**src/rtl/instr_sequencer.sv**
```systemverilog
// Multi-cycle control sequencer: FETCH -> DECODE -> EXEC -> MEM -> WB.
// Owns PC and IR, handshakes with both memories and strobes the datapath.
module instr_sequencer #(
   parameter int              PC_W     = 32,
   parameter logic [PC_W-1:0] RESET_PC = '0,
   parameter int              TIMEOUT  = 255,
   parameter int              TO_W     = 8
) (
   input  logic            clk,
   input  logic            rst_n,
   input  logic            start_i,
   output logic            imem_req_o,
   output logic [PC_W-1:0] imem_addr_o,
   input  logic            imem_ack_i,
   input  logic [31:0]     imem_rdata_i,
   output logic [31:0]     ir_o,
   input  logic [2:0]      dec_class_i,
   input  logic            branch_taken_i,
   input  logic [PC_W-1:0] target_pc_i,
   output logic            alu_en_o,
   output logic            dmem_req_o,
   output logic            dmem_we_o,
   input  logic            dmem_ack_i,
   output logic            rf_we_o,
   output logic [PC_W-1:0] pc_o,
   output logic [2:0]      state_o,
   output logic            busy_o,
   output logic            err_o,
   output logic [31:0]     instr_count_o
);

   typedef enum logic [2:0] {
      S_IDLE   = 3'd0,
      S_FETCH  = 3'd1,
      S_DECODE = 3'd2,
      S_EXEC   = 3'd3,
      S_MEM    = 3'd4,
      S_WB     = 3'd5,
      S_HALT   = 3'd6,
      S_ERROR  = 3'd7
   } state_e;

   localparam logic [2:0]      CLS_ALU    = 3'd0;
   localparam logic [2:0]      CLS_LOAD   = 3'd1;
   localparam logic [2:0]      CLS_STORE  = 3'd2;
   localparam logic [2:0]      CLS_BRANCH = 3'd3;
   localparam logic [2:0]      CLS_JUMP   = 3'd4;
   localparam logic [2:0]      CLS_HALT   = 3'd5;
   localparam logic [TO_W-1:0] TO_LAST    = TO_W'(TIMEOUT - 1);

   state_e            state_q, state_d;
   logic [PC_W-1:0]   pc_q, pc_d, pc_inc_s;
   logic [31:0]       ir_q, ir_d;
   logic [2:0]        cls_q, cls_d;
   logic [31:0]       cnt_q, cnt_d;
   logic              err_q, err_d;
   logic [TO_W-1:0]   to_q, to_d;
   logic              timeout_s;
   logic              imem_req_q, imem_req_d;
   logic              dmem_req_q, dmem_req_d;
   logic              dmem_we_q, dmem_we_d;
   logic              alu_en_q, alu_en_d;
   logic              rf_we_q, rf_we_d;
   logic              busy_q, busy_d;

   assign pc_inc_s  = pc_q + PC_W'(4);
   assign timeout_s = (to_q == TO_LAST);

   // Next-state, PC/IR/count updates and wait-cycle timeout.
   always_comb begin
      state_d = state_q;
      pc_d    = pc_q;
      ir_d    = ir_q;
      cls_d   = cls_q;
      cnt_d   = cnt_q;
      err_d   = err_q;
      to_d    = to_q;
      case (state_q)
         S_IDLE, S_HALT: begin
            if (start_i) state_d = S_FETCH;
            else         state_d = state_q;
         end
         S_FETCH: begin
            if (imem_ack_i && imem_req_q) begin
               ir_d    = imem_rdata_i;
               state_d = S_DECODE;
            end else if (timeout_s) begin
               state_d = S_ERROR;
               err_d   = 1'b1;
            end else begin
               to_d = to_q + TO_W'(1);
            end
         end
         S_DECODE: begin
            cls_d = dec_class_i;
            case (dec_class_i)
               CLS_HALT: begin
                  pc_d    = pc_inc_s;
                  cnt_d   = cnt_q + 32'd1;
                  state_d = S_HALT;
               end
               3'd6, 3'd7: begin
                  state_d = S_ERROR;
                  err_d   = 1'b1;
               end
               default: state_d = S_EXEC;
            endcase
         end
         S_EXEC: begin
            case (cls_q)
               CLS_ALU:             state_d = S_WB;
               CLS_LOAD, CLS_STORE: state_d = S_MEM;
               CLS_BRANCH: begin
                  pc_d    = branch_taken_i ? target_pc_i : pc_inc_s;
                  cnt_d   = cnt_q + 32'd1;
                  state_d = S_FETCH;
               end
               CLS_JUMP: begin
                  pc_d    = target_pc_i;
                  cnt_d   = cnt_q + 32'd1;
                  state_d = S_FETCH;
               end
               default: begin
                  state_d = S_ERROR;
                  err_d   = 1'b1;
               end
            endcase
         end
         S_MEM: begin
            if (dmem_ack_i && dmem_req_q) begin
               if (cls_q == CLS_STORE) begin
                  pc_d    = pc_inc_s;
                  cnt_d   = cnt_q + 32'd1;
                  state_d = S_FETCH;
               end else begin
                  state_d = S_WB;
               end
            end else if (timeout_s) begin
               state_d = S_ERROR;
               err_d   = 1'b1;
            end else begin
               to_d = to_q + TO_W'(1);
            end
         end
         S_WB: begin
            pc_d    = pc_inc_s;
            cnt_d   = cnt_q + 32'd1;
            state_d = S_FETCH;
         end
         S_ERROR: state_d = S_ERROR;
         default: begin
            state_d = S_ERROR;
            err_d   = 1'b1;
         end
      endcase
      // Every wait phase starts counting from zero.
      if (state_d != state_q) to_d = '0;
      else                    to_d = to_d;
   end

   // Moore strobes computed from the next state so they are registered with it.
   always_comb begin
      imem_req_d = (state_d == S_FETCH);
      dmem_req_d = (state_d == S_MEM);
      dmem_we_d  = (state_d == S_MEM) && (cls_d == CLS_STORE);
      alu_en_d   = (state_d == S_EXEC);
      rf_we_d    = (state_d == S_WB);
      busy_d     = (state_d != S_IDLE) && (state_d != S_HALT) && (state_d != S_ERROR);
   end

   // State and output registers.
   always_ff @(posedge clk or negedge rst_n) begin
      if (!rst_n) begin
         state_q    <= S_IDLE;
         pc_q       <= RESET_PC;
         ir_q       <= 32'd0;
         cls_q      <= 3'd0;
         cnt_q      <= 32'd0;
         err_q      <= 1'b0;
         to_q       <= '0;
         imem_req_q <= 1'b0;
         dmem_req_q <= 1'b0;
         dmem_we_q  <= 1'b0;
         alu_en_q   <= 1'b0;
         rf_we_q    <= 1'b0;
         busy_q     <= 1'b0;
      end else begin
         state_q    <= state_d;
         pc_q       <= pc_d;
         ir_q       <= ir_d;
         cls_q      <= cls_d;
         cnt_q      <= cnt_d;
         err_q      <= err_d;
         to_q       <= to_d;
         imem_req_q <= imem_req_d;
         dmem_req_q <= dmem_req_d;
         dmem_we_q  <= dmem_we_d;
         alu_en_q   <= alu_en_d;
         rf_we_q    <= rf_we_d;
         busy_q     <= busy_d;
      end
   end

   assign imem_req_o    = imem_req_q;
   assign imem_addr_o   = pc_q;
   assign ir_o          = ir_q;
   assign alu_en_o      = alu_en_q;
   assign dmem_req_o    = dmem_req_q;
   assign dmem_we_o     = dmem_we_q;
   assign rf_we_o       = rf_we_q;
   assign pc_o          = pc_q;
   assign state_o       = state_q;
   assign busy_o        = busy_q;
   assign err_o         = err_q;
   assign instr_count_o = cnt_q;

endmodule
```
**config.mk**
```make
export PLATFORM = sky130hd
export DESIGN_NAME = instr_sequencer
export DESIGN_NICKNAME = d
export VERILOG_FILES = /design/src/rtl/instr_sequencer.sv
export SDC_FILE = /design/constraint.sdc
export NUM_CORES = 1
export LEC_CHECK = 0
export CAP_MARGIN = 20
export CORE_MARGIN = 4
export CORE_UTILIZATION = 40
export DETAILED_ROUTE_END_ITERATION = 6
export PLACE_DENSITY = 0.74
export SLEW_MARGIN = 20
export SYNTH_ARGS = -nofsm -noshare
export SYNTH_HDL_FRONTEND = slang
export SYNTH_SLANG_ARGS = --single-unit
```
**constraint.sdc**
```tcl
create_clock -name clk -period 2.2 [get_ports clk]
set_clock_uncertainty 0.1 [all_clocks]
set_input_delay 0.55 -clock clk [delete_from_list [all_inputs] [get_ports clk]]
set_output_delay 0.55 -clock clk [all_outputs]
set_load 0.01 [all_outputs]
```
==> metrics.txt <==
share of cells above drive strength 1 0.225; RSZ-0062 raised after global routing yes; Final Setup Violations 0; PortBufs 210; first-pass GRT wire length 31000 um; CTS tree yes; number of remaining DRC errors 0; synthesized instance count 638; DRT iter0 DRCs around 480; TritonCTS buffer count 17; NumNets Final 952; Max Cap Viol 0; Final Non-Filler Cells 1104; Worst setup EP type flop; Slew headroom 0.597; CP max-delay cell clkdlybuf4s50_1; drt via density 5.45; Post-synth ARST share 1.00; worst skew pair latency 0.41 ns; most used cell, CP buf_4; buffers plus inverters on the worst setup path 3; min cycle time layout between 2 and 2.5 ns; Peak VDD IR 0.000630 V; die span in y 135 um; Total GRT Usage 0.211; HPWL Detailed between 10000 and 15000 um; die width 135 um; Netlist Area Pre-Place 6470 um2; register area share after synthesis 0.452; total gr overflow 0; worst path arrival time 2.36 ns; failing checks hold timing; FP Rows between 40 and 50; total wire length 19300 um; boundary pin count approximately 210; post-placement cell count 1067; Core Box Area 15900 um2; vias 6021; synthesis-stage register bit count 117; clock buffer depth 2; H-tree levels 4; antenna cells 0; Pleak 4.05 nW; largest net degree at the start of global routing 38; Critical Path Fanout Max 4; remaining antenna violation count after routing 0; Num Clock Sinks approximately 120; DIE AREA 18300 um2; Wirelength per Cell 17.4 um; syn nets 715; final period utilization 0.984; Starting Density 0.408; number of global-route vias before repair 6137; initial antenna violation count 0; Least-Margin Pin Slew 0.599 ns; post-route setup slack between 0.03 and 0.04 ns; Synth Area per Inst 10.1 um2; Power Density between 1000 and 1500 nW/um2; drt pass-1 iters 5; clk slew on worst S/H paths 0.06 ns; dpl ws -0.472 ns; RD Place Congestion about 0.93; worst hold path class in -> async; critical path class in -> reg; PnR Total Power 0.0138 W; Post-synth EDFFs 0; CP Launch Point dmem_ack_i; outcome complete, but fails checks; Critical Path Start Type input port; max incr delay on CP 0.41 ns; r2r startpoint state_o[0]; clock root cell clkbuf_16; Hold Violations, Final 1; Synth cell types 70; WHS -0.00114 ns; Warnings, synthesis 0; dominant synthesized flop cell dfrtp_1; P&R area growth vs syn 53.7%; CP cell instances clkdlybuf4s50_1 > and2_2 > buf_4 > o22ai_4 > a211oi_2 > buf_4 > a21oi_4 > mux2_2; pins over their slew limit 0; fmax 462 MHz; Critical Path RT ~2.4 ns; Crit path max-delay family buffers and inverters
[per-stage QoR]
step | cell area (um2) | util | setup TNS, ns
3_3_place_gp | 9100 | 0.573 | -30.49
5_1_grt | 9950 | 0.626 | -0.0369
3_5_place_dp | 9100 | 0.573 | -32.07
4_1_cts | 9790 | 0.616 | 0
6_report | 9950 | 0.626 | 0
2_1_floorplan | 6470 | - | 0
[routing by layer]
metal | share of wire | vias up | track usage
li1 | - | 2812 | -
met1 | 0.43 | 2905 | 0.279
met2 | 0.48 | 267 | 0.337
met3 | 0.070 | 37 | 0.0457
met4 | 0.022 | 0 | 0.0829
met5 | 0 | - | 0
[layout make-up]
type / count / area [um2]
Clock buffer: 19 / 443
Clock inverter: 13 / 179
Fill cell: 1312 / 5930
Inverter: 11 / 45.0
Multi-Input combinational cell: 443 / 3280
Sequential cell: 117 / 2940
Tap cell: 216 / 270
Timing Repair Buffer: 285 / 2790
[synthesized netlist by cell type, drive strengths merged (3+ instances only)]
library cell | instances | area (um2)
o22a | 13 | 114
o21ai | 30 | 150
a31oi | 6 | 37.5
ha | 4 | 50.1
and3b | 3 | 26.3
a21oi | 35 | 183
mux2 | 38 | 428
nor3 | 19 | 100
nor4 | 13 | 139
a2bb2oi | 6 | 52.6
a41oi | 3 | 26.3
and4 | 9 | 78.8
o21a | 4 | 30.0
nand2b | 6 | 37.5
dfrtp | 117 | 2930
nor2 | 35 | 131
nor3b | 4 | 40.0
and3 | 16 | 100
nand3 | 38 | 190
and2 | 7 | 43.8
nand4 | 25 | 163
xnor2 | 23 | 201
a2111oi | 3 | 40.0
o22ai | 7 | 63.8
clkbuf | 18 | 68.8
a21o | 4 | 30.0
a211oi | 6 | 45.0
nand2 | 36 | 135
xor2 | 16 | 140
inv | 11 | 41.3
buf | 49 | 352
[worst register-to-register path, delay by kind of cell, from the launching register on]
family / cells / cell delay [ns]
AO/OA/AOI/OAI: 3 / 0.35
AND/OR/NAND/NOR: 1 / 0.39
buffers and inverters: 3 / 0.44
multiplexers: 1 / 0.34
flip-flops: 1 / 0.41
[report_power, final]
part / total, W / internal, W / switching [W]
combinational: 0.00718 / 0.00386 / 0.00331
sequential: 0.00372 / 0.00290 / 0.000813
clock: 0.00293 / 0.00192 / 0.00101
[worst paths after layout]
kind / endpoint / slack (ns) / depth (start not counted)
setup / recovery: busy_o / 0.04 / 8
hold / removal: rf_we_o / -0.001 / 1
setup reg to reg: busy_o / 0.06 / 8
hold reg to reg: err_o / 0.37 / 1
max in group asynchronous: ir_o[29] / 1.43 / 2
min in group clk: err_o / 0.37 / 1
[logic make-up after synthesis]
logic type                 after synthesis  synth area share
and+or+nand+nor                        223             0.202
AOI/OAI and AO/OA                      137             0.145
DFF                                    117             0.452
buffers and inverters                   78            0.0713
muxes                                   40            0.0692
xor gates and xnor gates                39            0.0528
adders and majority gates                4           0.00773
[state kept, by name (all words and copies together), names as in the netlist]
name and cells:
imem_addr_o 32, err_o 1, ir_o 32, state_o 3
to_q 8, alu_en_o 1, cls_q 3, imem_req_o 1
dmem_req_o 1, instr_count_o 32, busy_o 1, rf_we_o 1
dmem_we_o 1
[cells in the final DEF, fill, tap and decap left out, types with 4 or more instances in the layout]
cell type,count
dfrtp_1,109
clkbuf_16,17
inv_1,10
nand2b_1,6
nor4_1,6
bufinv_16,4
clkdlybuf4s50_1,207
and3_1,16
o22a_1,13
and4_1,9
clkinv_2,5
nand3_1,36
xor2_1,16
nor3_2,6
nor2_1,32
o21ai_0,26
o22ai_1,5
dfrtp_2,8
a21o_1,4
a2bb2oi_1,6
and2_1,6
xnor2_1,23
nand4_1,24
buf_4,63
o21a_1,4
buf_12,9
nand2_1,35
a31oi_1,6
nor3_1,13
ha_1,4
nor4_2,4
a21oi_1,33
mux2_2,38
[what timing repair did]
| action | CTS | global route |
|---|---|---|
| hold buffers | 0 | 0 |
| buffers inserted | 4 | 1 |
| pin swaps | 0 | 4 |
| resized for setup | 16 | 32 |
| endpoints found under the setup margin | 40 | 49 |
No activity file was read; power rests on OpenSTA's default activity.
